## src/rtl/imm_gen_pipe.sv

```systemverilog
// imm_gen_pipe: extracts and extends the immediate field of a 32-bit instruction
// and queues the {imm, err} result in a small valid/ready output FIFO. The
// outputs come from a dedicated head register, so instr never reaches imm_ext
// combinationally.
module imm_gen_pipe #(
    parameter int XLEN        = 32,   // 32 or 64
    parameter int AUTO_DECODE = 0,    // 1: derive the format from the opcode
    parameter int DEPTH       = 2     // 1..4 output entries
) (
    input  logic            clk,
    input  logic            reset,
    input  logic            in_valid,
    output logic            in_ready,
    input  logic [31:0]     instr,
    input  logic [2:0]      imm_src,
    output logic            out_valid,
    input  logic            out_ready,
    output logic [XLEN-1:0] imm_ext,
    output logic            fmt_err
);

    typedef enum logic [2:0] {
        FMT_I   = 3'b000,
        FMT_S   = 3'b001,
        FMT_B   = 3'b010,
        FMT_U   = 3'b011,
        FMT_J   = 3'b100,
        FMT_Z   = 3'b101,
        FMT_BAD = 3'b111
    } fmt_e;

    typedef struct packed {
        logic [XLEN-1:0] imm;
        logic            err;
    } entry_t;

    localparam logic [2:0] DEPTH_C = 3'(DEPTH);
    localparam logic [1:0] LAST_C  = 2'(DEPTH - 1);

    function automatic logic [1:0] ptr_inc(input logic [1:0] p);
        return (p == LAST_C) ? 2'd0 : p + 2'd1;
    endfunction

    fmt_e        auto_fmt;
    fmt_e        fmt;
    logic [31:0] imm32;
    entry_t      new_entry;

    logic [2:0]  count_q, count_d;
    logic [1:0]  head_q, head_d;
    logic [1:0]  tail_q, tail_d;
    entry_t      mem [4];
    entry_t      head_next;
    logic        push, pop;

    // Opcode to format map used when the format is auto-decoded.
    always_comb begin
        auto_fmt = FMT_BAD;
        case (instr[6:0])
            7'b0010011, 7'b0000011, 7'b1100111: auto_fmt = FMT_I;
            7'b0100011:                         auto_fmt = FMT_S;
            7'b1100011:                         auto_fmt = FMT_B;
            7'b0110111, 7'b0010111:             auto_fmt = FMT_U;
            7'b1101111:                         auto_fmt = FMT_J;
            7'b1110011:                         auto_fmt = FMT_Z;
            default:                            auto_fmt = FMT_BAD;
        endcase
    end

    assign fmt = (AUTO_DECODE != 0) ? auto_fmt : fmt_e'(imm_src);

    // Build the 32-bit immediate; every format except Z has bit 31 = instr[31],
    // so a signed widening gives the required extension to XLEN.
    // NOTE: every signal written here gets a default first so no latch is inferred.
    always_comb begin
        imm32         = '0;
        new_entry.err = 1'b0;
        case (fmt)
            FMT_I: imm32 = {{20{instr[31]}}, instr[31:20]};
            FMT_S: imm32 = {{20{instr[31]}}, instr[31:25], instr[11:7]};
            FMT_B: imm32 = {{19{instr[31]}}, instr[31], instr[7], instr[30:25], instr[11:8], 1'b0};
            FMT_U: imm32 = {instr[31:12], 12'b0};
            FMT_J: imm32 = {{11{instr[31]}}, instr[31], instr[19:12], instr[20], instr[30:21], 1'b0};
            FMT_Z: imm32 = {27'b0, instr[19:15]};
            default: begin
                imm32         = '0;
                new_entry.err = 1'b1;
            end
        endcase
        new_entry.imm = XLEN'($signed(imm32));
    end

    assign in_ready  = (count_q != DEPTH_C);
    assign out_valid = (count_q != 3'd0);
    assign push      = in_valid && in_ready;
    assign pop       = out_valid && out_ready;

    // Next pointers/count and the entry that will sit at the head after this edge.
    always_comb begin
        head_d  = pop  ? ptr_inc(head_q) : head_q;
        tail_d  = push ? ptr_inc(tail_q) : tail_q;
        count_d = count_q;
        case ({push, pop})
            2'b10:   count_d = count_q + 3'd1;
            2'b01:   count_d = count_q - 3'd1;
            default: count_d = count_q;
        endcase
        if (count_d == 3'd0) begin
            head_next.imm = imm_ext;
            head_next.err = 1'b0;
        end else if (push && (head_d == tail_q)) begin
            head_next = new_entry;
        end else begin
            head_next = mem[head_d];
        end
    end

    // Control state and the registered head outputs.
    // NOTE: sequential state uses non-blocking assignments so every flop samples pre-edge values.
    always_ff @(posedge clk) begin
        if (reset) begin
            count_q <= 3'd0;
            head_q  <= 2'd0;
            tail_q  <= 2'd0;
            imm_ext <= '0;
            fmt_err <= 1'b0;
        end else begin
            count_q <= count_d;
            head_q  <= head_d;
            tail_q  <= tail_d;
            imm_ext <= head_next.imm;
            fmt_err <= head_next.err;
        end
    end

    // Entry storage written at the tail on a push.
    // NOTE: storage is not reset; count gates every read, so stale contents are never visible.
    always_ff @(posedge clk) begin
        if (push && !reset) begin
            mem[tail_q] <= new_entry;
        end
    end

endmodule
```

## config.mk

```make
export PLATFORM = sky130hd
export DESIGN_NAME = imm_gen_pipe
export DESIGN_NICKNAME = d
export VERILOG_FILES = /design/src/rtl/imm_gen_pipe.sv
export SDC_FILE = /design/constraint.sdc
export NUM_CORES = 1
export LEC_CHECK = 0
export CAP_MARGIN = 40
export CELL_PAD_IN_SITES_DETAIL_PLACEMENT = 1
export CELL_PAD_IN_SITES_GLOBAL_PLACEMENT = 2
export CORE_MARGIN = 2
export CORE_UTILIZATION = 29
export CTS_CLUSTER_SIZE = 25
export DETAILED_ROUTE_END_ITERATION = 7
export PLACE_DENSITY = 0.62
export SLEW_MARGIN = 20
export SYNTH_ARGS = -nofsm -noshare
export SYNTH_HDL_FRONTEND = slang
export SYNTH_SLANG_ARGS = --single-unit
```

## constraint.sdc

```tcl
create_clock -name clk -period 6.45 [get_ports clk]
set_input_delay 0.9675 -clock clk [delete_from_list [all_inputs] [get_ports clk]]
set_output_delay 0.9675 -clock clk [all_outputs]
set_load 0.01 [all_outputs]
```

# [Word-level counts from Yosys, hierarchy flattened]
# Memories as Yosys holds them, arrays and structs flattened.
# Cells that the tools add are included.
[word_totals] rom_bits=0 ram_bits=132 out_inout_bits=35 elab_cells=40 mem_count=1 reg_bits=40 latchBits=0
[memory_table] memory="mem" depth=4 width=33 rd=1 rd_clocked_by_memory_dff=0 write_ports=1 line="52" rtl="entry_t mem [4];"
[op_classes] bitwise=0 magnitude_cmp=0 div=0 shifts=0 reduce_logical=10 n_eq_ne=11 mux=9 add_sub_neg=4 mul=0
[ops] op="$pmux 32 s6" count=1
[ops] op="$mux 33" count=1
[ops] op="$eq 2x1->1 const B" count=3
[ops] op="$eq 3x2->1 const B" count=2
[ops] op="$eq 3x3->1 const B" count=2
[ops] op="$logic_not 3->1" count=2
[ops] op="$mux 2" count=3
[ops] op="$pmux 3 s2" count=1
[ops] op="$reduce_or 6->1" count=1
[ops] op="$add 2x1->2 const B" count=2
[ops] op="$logic_and 1x1->1" count=4
[ops] op="$add 3x1->3 const B" count=1
[ops] op="$eq 3x1->1 const B" count=1
[ops] op="$mux 1" count=3
[ops] op="$ne 3x2->1 const B" count=1
[ops] op="$reduce_bool 3->1" count=1
[ops] op="$sub 3x1->3 const B" count=1
[ops] op="$eq 2x2->1" count=1
[ops] op="$eq 2x2->1 const B" count=1
[ops] op="$reduce_or 2->1" count=1
[ops] op="$logic_not 1->1" count=1

# [Longest topological paths before layout]
# Gate-level depths: netlist (run 1).
[depth] depth_word=6 ltp_mapped=13

# [Worst setup path after synthesis (run 1)]
# Ideal clock, no wire load.
[synth_timing] kind="input to register" from="input port reset" to="memory mem[0][0] (netlist bit), enable pin" cell_stages=2 arrival_time_ps=4382 setup_ps=506 n_path_buf=1 slack_ps=1562 path_cell_list="clkbuf_1 -> nor4_1"
[synth_between] elab_chain_cells=4
[synth_lines] element="start: declaration" line="11" rtl="input logic reset,"
[synth_lines] element="$logic_not 1->1" line="139" rtl="if (push && !reset) begin"
[synth_lines] element="$logic_and 1x1->1" line="139"
[synth_lines] element="$mux 1" line="139"
[synth_lines] element="$mux 1 (not written as such)" line="140" rtl="mem[tail_q] <= new_entry;"
[synth_lines] element="end: declaration" line="52"
# No other way between the ends.

# [Worst setup path after layout (run 1)]
[layout_timing] from="input port out_ready" to="register imm_ext[30]"
[layout_between] elab_chain_cells=5 word_cells_on_any_way=10 cone_classes="eq/ne (3); mux (3); reduce/logical (3); memory (1)"
[layout_lines] element="start: declaration" line="17" rtl="input logic out_ready,"
[layout_lines] element="$logic_and 1x1->1 *" line="96" rtl="assign pop = out_valid && out_ready;"
[layout_lines] element="parallel branches: the longest is 4 deep, another holds $mem_v2 4x33"
[layout_lines] element="end signal: assignment" line="131" rtl="imm_ext <= head_next.imm;"
[layout_lines] element="end: declaration" line="18" rtl="output logic [XLEN-1:0] imm_ext,"
# Every way passes the cells marked *.
# A chain may end at the register's enable or synchronous reset.

==> results of run 1 <==
-- Yosys cell counts (6+ instances only) --
library cell  count  area (um2)
buf_2            13       65.06
clkbuf_1         28       105.1
a21oi_1          19       95.09
edfxtp_1        132        3964
o22ai_1          33       206.5
or4_1            32       240.2
nand2_1          38       142.6
nand3b_1         11       82.58
dfxtp_1          40       800.8
inv_1             6       22.52
nand3_1          39       195.2
or2_2             8       50.05
a211oi_1         35       262.8
nand2b_1          6       37.54
nor2b_1          40       250.2
a21o_1           12       90.09
nor2_1           11       41.29
a32oi_1          17       148.9
o21ai_0           6       30.03
-- per-layer routing --
metal  up-vias  global-route usage (%)
li1       2343                       -
met1      2556                   21.92
met2       105                   26.73
met3        17                   2.911
met4         0                   5.149
met5         -                       0
-- logic make-up (layout without fill, tap and decap cells) --
kind of cell               after synthesis  after routing  share of synthesized area (%)
AOI/OAI and AO/OA                      135            135                          13.53
xor gates and xnor gates                 5              5                         0.8953
adders and majority gates                3              3                         0.5853
buffers and inverters                   55            123                          3.391
DFF                                    172            172                          65.55
muxes                                    1              1                         0.1377
and+or+nand+nor                        202            202                          15.91
-- sequential cells by signal (all words and copies together) (netlist names) --
name and cells:
imm_ext 32, count_q 3, fmt_err 1, head_q 2, tail_q 2, mem 132
-- per-stage QoR --
stage	cell area (um2)	instances	hold slack, ps	total power [mW]
CTS	8891	963	470.4	3.789
finish	8934	965	460.1	3.761
global placement	8247	928	445.8	2.684
floorplan	7268	573	481.8	2.203
detailed placement	8309	931	453.0	2.758
global route	8934	965	484.2	3.968
-- cell type report --
type,instances,area (um2)
fill,2562,15530
sequential,172,4766
multi-input combinational,346,2291
timing repair buffer,84,863.3
clock buffer,17,425.4
tap,324,405.4
clock inverter,15,156.4
inverter,7,26.28
-- power breakdown --
part / internal (mW) / switching, mW / total (mW)
sequential: 1.34 / 0.0818 / 1.42
combinational: 0.519 / 0.798 / 1.32
clock: 0.548 / 0.476 / 1.02
-- worst reg2reg max path: stages (launching register included) --
cell and delay (ps):
dfxtp_1 480, or3b_1 410, nand2_2 220, ha_1 230
inv_1 70, fa_1 370, xor2_1 180, nor3_1 560
o21bai_4 240, buf_16 240, or4_1 570, nand2_1 70
-- worst min path at each step --
| stage | endpoint | slack (ps) | cells after the start |
|---|---|---|---|
| after floorplan | imm_ext[10] | 480 | 2 |
| after global placement | imm_ext[13] | 450 | 2 |
| after detailed placement | imm_ext[7] | 450 | 2 |
| after CTS | imm_ext[7] | 470 | 2 |
| after global routing | imm_ext[13] | 480 | 2 |
| final | imm_ext[13] | 460 | 2 |
==> impl_metrics.json, run 1 <==
{
  "maximum_number_of_pins_on_one_net_before_global_route_repair": 71,
  "ir_drop_mv": 0.2479,
  "place.port_buffers": 66,
  "ff2ff_path_depth": 11,
  "power_density_mw_per_mm2": 421.0,
  "status": "complete, no violations",
  "cp_cell_sequence": "clkdlybuf4s50_1 -> o31ai_4 -> inv_2 -> ha_1 -> inv_1 -> fa_1 -> xor2_1 -> nor3_1 -> o21bai_4 -> buf_16 -> or4_1 -> nand2_1",
  "pre_cts_slack_ps": 2124,
  "wl_met3_um": 801,
  "syn_nets": 614,
  "clk_latency_ps": 440,
  "drt-pass1-iter-count": 4,
  "setup.worst_path.class": "in -> reg",
  "post_cts.repair.setup_buffers": 0,
  "start_util_pct": 29.71,
  "cts-root-buf": "clkbuf_16",
  "routedLengthMet1_um": 9665,
  "drt-initial-drc-count": 184,
  "nets": 669,
  "r2r-end": "imm_ext[30]",
  "totalWireLength_um": 20660,
  "seq_area_frac_synth_pct": 65.55,
  "crit_required_ps": 6840,
  "synth_enable_flop_cells": 132,
  "cp.depth": 12,
  "maxCapViolCount": 0,
  "report.final.hold_viol_count": 0,
  "ctsHoldBuffers": 0,
  "path_delay_family": "simple AND/OR/NAND/NOR gates",
  "ys.warnings.count": 0,
  "hold_path_startpoint": "imm_ext[13]",
  "syn-cell-area_mm2": 0.007268,
  "diodes": 0,
  "setup.worst_path.end_class": "flop",
  "holdCritPathClass": "reg -> reg",
  "areaGrowthSynthToFinish_pct": 22.91,
  "routed.top_layer": "met4",
  "fin_ws_ps": 2623,
  "global_route_wire_length_before_repair_um": 31920,
  "cp_data_arrival_time_ps": 4210,
  "startpoint_type": "input port",
  "final_core_occ_pct": 36.52,
  "tightest_slew_ps": 845.4,
  "leakagePower_nw": 2.983,
  "fmax_ghz": 0.2613,
  "final.min_clock_period_ps": 3827,
  "worst_slew_margin_rel_pct": 43.46,
  "post_route_cells_drive_above_1_share_pct": 10.92,
  "grt_pass1_vias": 5325,
  "synth.avg_cell_area_um2": 12.68,
  "worst-path-max-fanout": 22,
  "drt-vias-per-instance": 5.203,
  "netlist-cell-type-count": 51,
  "placeableCoreArea_mm2": 0.02446,
  "timing.clock.skew_ps": 12.63,
  "met2_length_um": 9914,
  "timing.rr.start": "count_q[1]",
  "fp-row-count": 57,
  "clock_sinks": 172,
  "grt.total_usage_pct": 16.27,
  "routabilityCongestion": 0.6835,
  "regToRegSetupSlack_ps": 2760,
  "floorplan.die.width_um": 162.3,
  "cts_tree": "built",
  "max-clock-path-buffers": 2,
  "layout_common_cells": "edfxtp_1 (132), clkdlybuf4s50_1 (66), nor2b_1 (40)",
  "num_vias": 5021,
  "synthesis.instances": 573,
  "wl_per_cell_um": 21.41,
  "slowest_delay_ps": 560,
  "critical-path-slowest-cell": "nor3_1",
  "cts_htree_levels": 4,
  "synth.ff_latch_count": 172,
  "overflow": 0,
  "timing.critical_path.buf_inv": 4,
  "cts.reportedPaths.clkPinSlew_ps": 70,
  "unrepaired_setup_endpoints_after_global_routing": "no",
  "worstSetupEndpoint": "imm_ext[30]",
  "drv_slew": 0,
  "final_setup_violation_count": 0,
  "cts.repair.resized": 0,
  "grt_antenna_before_repair": 0,
  "die_height_um": 162.3,
  "most_common_cell_after_layout_fill_and_taps_aside": "edfxtp_1",
  "num_io_pins": 74,
  "postSynth.asyncResetShare_pct": 0,
  "die_area_mm2": 0.02634,
  "cts-buffers-inserted": 17,
  "setup_tns_ps": 0,
  "dp_hpwl_um": 11870,
  "route.antenna.remaining_nets": 0,
  "drc_errors": 0,
  "worst_setup_path_startpoint": "out_ready",
  "main_flop_type_after_synthesis": "edfxtp_1",
  "fin_crit_sh_pct": 59.33
}
No activity file was read; power rests on OpenSTA's default activity.
==> inputs of run 2 (changes only) <==
==> constraint.sdc (replaced) <==
create_clock -name clk -period 3.87 [get_ports clk]
set_input_delay 0.5805 -clock clk [delete_from_list [all_inputs] [get_ports clk]]
set_output_delay 0.5805 -clock clk [all_outputs]
set_load 0.01 [all_outputs]
==> run 2 against run 1 <==
- cell count grew 0.10%
- setup slack lost 2100 ps
- wire length shrank 1.4%
- total power grew 66%
- via count grew 0.84%
- clock-buffer cell count is the same
- clock skew shrank 1.2 ps
- critical path type is now reg -> reg
- largest cell class unchanged
==> impl_metrics.json, run 2 (synthesis gave the netlist of run 1 again) <==
{
  "fin_ws_ps": 531.6,
  "drv_slew": 0,
  "crit_required_ps": 4240,
  "setup.worst_path.class": "reg -> reg",
  "floorplan.die.width_um": 162.3,
  "num_vias": 5063,
  "cts_htree_levels": 4,
  "worstSetupEndpoint": "imm_ext[0]",
  "max-clock-path-buffers": 2,
  "ctsHoldBuffers": 0,
  "nets": 670,
  "worst-path-max-fanout": 33,
  "largest_reg_flops": 132,
  "start_util_pct": 29.71,
  "final_setup_violation_count": 0,
  "startpoint_type": "flop",
  "routabilityCongestion": 0.6843,
  "count_of_filler_cells_inserted_in_the_layout": 2573,
  "totalWireLength_um": 20380,
  "route.antenna.remaining_nets": 0,
  "fp-row-count": 57,
  "ir_drop_mv": 0.3378,
  "overflow": 0,
  "reg_top3": "mem: 132 flops, imm_ext: 32 flops, count_q: 3 flops",
  "area_occupied_by_registers_mm2": 0.004766,
  "drt-pass1-iter-count": 4,
  "cts.repair.resized": 0,
  "place.port_buffers": 66,
  "unrepaired_setup_endpoints_after_global_routing": "no",
  "wl_per_cell_um": 21.09,
  "post_cts.repair.setup_buffers": 0,
  "num_io_pins": 74,
  "setup.worst_path.end_class": "flop",
  "cts-root-buf": "clkbuf_16",
  "holdCritPathClass": "reg -> reg",
  "areaGrowthSynthToFinish_pct": 22.91,
  "clk_latency_ps": 430,
  "leakagePower_nw": 2.980,
  "global_route_wire_length_before_repair_um": 32040,
  "timing.clock.skew_ps": 11.46,
  "clock_sinks": 172,
  "setup_tns_ps": 0,
  "drt-vias-per-instance": 5.241,
  "cts.reportedPaths.clkPinSlew_ps": 70,
  "r2r-end": "imm_ext[0]",
  "diodes": 0,
  "most_common_cell_after_layout_fill_and_taps_aside": "edfxtp_1",
  "worst_setup_path_startpoint": "count_q[1]",
  "power_density_mw_per_mm2": 699.0,
  "maxCapViolCount": 0,
  "top_register": "mem",
  "placeableCoreArea_mm2": 0.02446,
  "cp_data_arrival_time_ps": 3710,
  "drt-initial-drc-count": 283,
  "timing.rr.start": "count_q[1]",
  "die_area_mm2": 0.02634,
  "dp_hpwl_um": 11580,
  "regToRegSetupSlack_ps": 530,
  "cts_tree": "built",
  "final.min_clock_period_ps": 3338,
  "layout_common_cells": "edfxtp_1 (132), clkdlybuf4s50_1 (66), nor2b_1 (40)",
  "die_height_um": 162.3,
  "post_route_cells_drive_above_1_share_pct": 11.06,
  "fmax_ghz": 0.2995,
  "multi_input_comb_area_mm2": 0.002283,
  "grt_antenna_before_repair": 0,
  "status": "complete, no violations",
  "maximum_number_of_pins_on_one_net_before_global_route_repair": 67,
  "power.total_mw": 6.244,
  "fin_crit_sh_pct": 86.26,
  "grt_pass1_vias": 5315,
  "worst_slew_margin_rel_pct": 59.08,
  "drc_errors": 0,
  "ff2ff_path_depth": 11,
  "cts-buffers-inserted": 17,
  "report.final.hold_viol_count": 0,
  "tightest_slew_ps": 607.4,
  "pre_cts_slack_ps": 300.5,
  "grt.total_usage_pct": 16.06
}
[run 2: cell types whose count changed in the layout (fill, tap and decap cells not counted), sizes merged]
cell / change
inv: +1
bufinv: -1
buf: +1
[run 2: area by class of cell]
class	instances	area share, %
clock buffers	17	4.762
clock inverters	15	1.681
inverters	7	0.2941
multi-input cells	346	25.56
flip-flops and latches	172	53.35
well taps	324	4.538
repair buffers	85	9.818
[run 2: report_power, final]
| group | leakage (nW) | switching (mW) | internal (mW) |
|---|---|---|---|
| Combinational | 1.23 | 1.33 | 0.886 |
| Sequential | 1.47 | 0.133 | 2.23 |
| Clock | 0.280 | 0.801 | 0.860 |
[run 2: metal layers]
| layer | global-route usage, % | vias to the layer above | share of wire, % |
|---|---|---|---|
| met3 | 3.064 | 17 | 4.2 |
| met4 | 4.103 | 0 | 0.89 |
| li1 | - | 2335 | - |
| met1 | 22.70 | 2607 | 48 |
| met5 | 0 | - | 0 |
| met2 | 25.45 | 104 | 47 |
[run 2: stage by stage]
| step | instance area, um2 | std cells | util, % | hold WS, ps |
|---|---|---|---|---|
| after floorplan | 7268 | 573 | - | 481.8 |
| after global routing | 8934 | 966 | 36.52 | 496.5 |
| after global placement | 8319 | 932 | 34.01 | 448.8 |
| after CTS | 8895 | 964 | 36.36 | 468.9 |
| final | 8934 | 966 | 36.52 | 463.2 |
| after detailed placement | 8319 | 932 | 34.01 | 453.6 |
[run 2: critical path, cell delays in order (launching register included)]
cell	delay, ps
dfxtp_1	470
or3b_1	410
nand2_2	210
ha_1	230
inv_1	60
fa_1	370
xor2_1	250
a22o_1	300
o21bai_2	120
buf_12	190
or4_1	570
nand2_1	80
[run 2: how the worst min path moves through the flow]
stage             endpoint  cells after the start  slack [ps]   startpoint
4_1_cts         imm_ext[8]                      2         470   imm_ext[8]
6_report        imm_ext[8]                      2         460   imm_ext[8]
3_5_place_dp    imm_ext[6]                      2         450   imm_ext[6]
5_1_grt         imm_ext[6]                      2         500   imm_ext[6]
3_3_place_gp   imm_ext[10]                      2         450  imm_ext[10]
2_1_floorplan  imm_ext[10]                      2         480  imm_ext[10]
==> inputs of run 3 (changes only) <==
--- a/config.mk
+++ b/config.mk
@@ -9,11 +9,13 @@
 export CELL_PAD_IN_SITES_DETAIL_PLACEMENT = 1
 export CELL_PAD_IN_SITES_GLOBAL_PLACEMENT = 2
 export CORE_MARGIN = 2
-export CORE_UTILIZATION = 29
+export CORE_UTILIZATION = 39
 export CTS_CLUSTER_SIZE = 25
 export DETAILED_ROUTE_END_ITERATION = 7
-export PLACE_DENSITY = 0.62
+export PLACE_DENSITY = 0.79
+export SKIP_LAST_GASP = 1
 export SLEW_MARGIN = 20
 export SYNTH_ARGS = -nofsm -noshare
 export SYNTH_HDL_FRONTEND = slang
 export SYNTH_SLANG_ARGS = --single-unit
+export TNS_END_PERCENT = 20
==> run 3 against run 2 <==
- register-to-register slack got worse by 20 ps
- via count shrank 0.51%
- clock-buffer cell count grew 4
- clock skew shrank 3.8 ps
- total power fell by 2.1%
- combinational power shrank 2%
- wire length is 3.2% lower
- sequential share of layout area up 1.2 points
- flip-flop and latch count did not move
- cell area is 2.2% lower
- clock power fell by 5%
- utilization rose by 12 points
==> impl_metrics.json, run 3 (synthesis gave the netlist of run 1 again) <==
{
  "status": "complete, no violations",
  "grt_antenna_before_repair": 0,
  "dp_hpwl_um": 11140,
  "report.final.hold_viol_count": 0,
  "routedLengthMet1_um": 8783,
  "wl_met3_um": 1019,
  "place.port_buffers": 66,
  "routed.top_layer": "met4",
  "ctsHoldBuffers": 0,
  "setup.worst_path.class": "reg -> reg",
  "fmax_ghz": 0.2976,
  "drt-pass1-iter-count": 4,
  "route.antenna.remaining_nets": 0,
  "global_route_wire_length_before_repair_um": 30840,
  "die_area_mm2": 0.01974,
  "cts_tree": "built",
  "tightest_slew_ps": 599.2,
  "setup_tns_ps": 0,
  "fin_ws_ps": 509.4,
  "maxCapViolCount": 0,
  "drc_errors": 0,
  "met2_length_um": 9583,
  "cts.reportedPaths.clkPinSlew_ps": 60,
  "nets": 668,
  "grt_pass1_vias": 5366,
  "timing.clock.skew_ps": 7.700,
  "post-route-cell-area_mm2": 0.008740,
  "drt-vias-per-instance": 5.796,
  "routabilityCongestion": 0.7165,
  "num_io_pins": 74,
  "unrepaired_setup_endpoints_after_global_routing": "no",
  "placedCellCount": 836,
  "fin_crit_sh_pct": 86.84,
  "reg_top3": "mem: 132 flops, imm_ext: 32 flops, count_q: 3 flops",
  "grt.total_usage_pct": 20.74,
  "ir_drop_mv": 0.4378,
  "worst-path-max-fanout": 33,
  "overflow": 0,
  "clock_sinks": 172,
  "layout_common_cells": "edfxtp_1 (132), clkdlybuf4s50_1 (66), nor2b_1 (40)",
  "maximum_number_of_pins_on_one_net_before_global_route_repair": 67,
  "floorplan.die.width_um": 140.5,
  "setup.worst_path.end_class": "flop",
  "totalWireLength_um": 19720,
  "cts-buffers-inserted": 17,
  "worst_slew_margin_rel_pct": 59.93,
  "start_util_pct": 40.05,
  "largest_reg_flops": 132,
  "die_height_um": 140.5,
  "power.total_mw": 6.112,
  "power_density_mw_per_mm2": 699.4,
  "startpoint_type": "flop",
  "crit_required_ps": 4240,
  "drv_slew": 0,
  "areaGrowthSynthToFinish_pct": 20.24,
  "post_cts.repair.setup_buffers": 0,
  "wl_per_cell_um": 22.69,
  "final.min_clock_period_ps": 3361,
  "cts.repair.resized": 0,
  "diodes": 0,
  "fp-row-count": 49,
  "placeableCoreArea_mm2": 0.01815,
  "layout.cells.non_filler": 869,
  "leakagePower_nw": 2.937,
  "top_register": "mem",
  "cts-root-buf": "clkbuf_16",
  "cts_htree_levels": 4,
  "final_setup_violation_count": 0,
  "num_vias": 5037,
  "regToRegSetupSlack_ps": 510,
  "drt-initial-drc-count": 367,
  "clk_latency_ps": 430,
  "cp_data_arrival_time_ps": 3730,
  "pre_cts_slack_ps": 298.3,
  "post_route_cells_drive_above_1_share_pct": 10.31,
  "most_common_cell_after_layout_fill_and_taps_aside": "edfxtp_1",
  "holdCritPathClass": "reg -> reg",
  "place_area_mm2": 0.008193,
  "max-clock-path-buffers": 2
}
## run 3: cell count changes in the layout (fill, tap and decap cells not counted), sizes merged
cell	previous run	this run
clkinvlp	1	4
inv	16	9
buf	19	17
clkbuf	17	21
## run 3: worst paths after layout
| path | depth (start not counted) | start | endpoint |
|---|---|---|---|
| hold / removal | 2 | imm_ext[10] | imm_ext[10] |
| setup / recovery | 11 | count_q[1] | imm_ext[2] |
| setup reg to reg | 11 | count_q[1] | imm_ext[2] |
| hold reg to reg | 2 | imm_ext[10] | imm_ext[10] |
## run 3: layer usage
layer	GRT usage [%]	vias to the layer above
met3	3.897	20
met5	0	-
met4	8.263	0
met2	34.11	131
met1	27.32	2554
li1	-	2332
## run 3: per-stage QoR
| step | hold WS (ps) | utilization [%] |
|---|---|---|
| final | 454.1 | 48.16 |
| after global routing | 492.1 | 48.16 |
| after CTS | 463.1 | 48.12 |
| after detailed placement | 442.8 | 45.15 |
| after global placement | 436.4 | 45.15 |
| after floorplan | 481.8 | - |
## run 3: final cells by class
cell class,instances,area [um2]
sequential,172,4766
multi-input combinational,346,2283
tap,229,286.5
inverter,7,26.28
timing repair buffer,83,838.3
clock inverter,11,68.82
clock buffer,21,470.5
fill,1862,9408
## run 3: worst max-delay path, stage by stage (launching register included)
cell and delay (ps):
dfxtp_1 460, or3b_1 420, nand2_2 210, ha_1 230, inv_1 70, fa_1 380, xor2_1 260, a22o_1 290
o21bai_2 120, buf_12 180, or4_1 570, nand2_1 90
## run 3: report_power, final
part           total (mW)  switching (mW)  internal [mW]
Clock                1.58           0.717          0.866
Sequential           2.36           0.130           2.23
Combinational        2.17            1.30          0.867
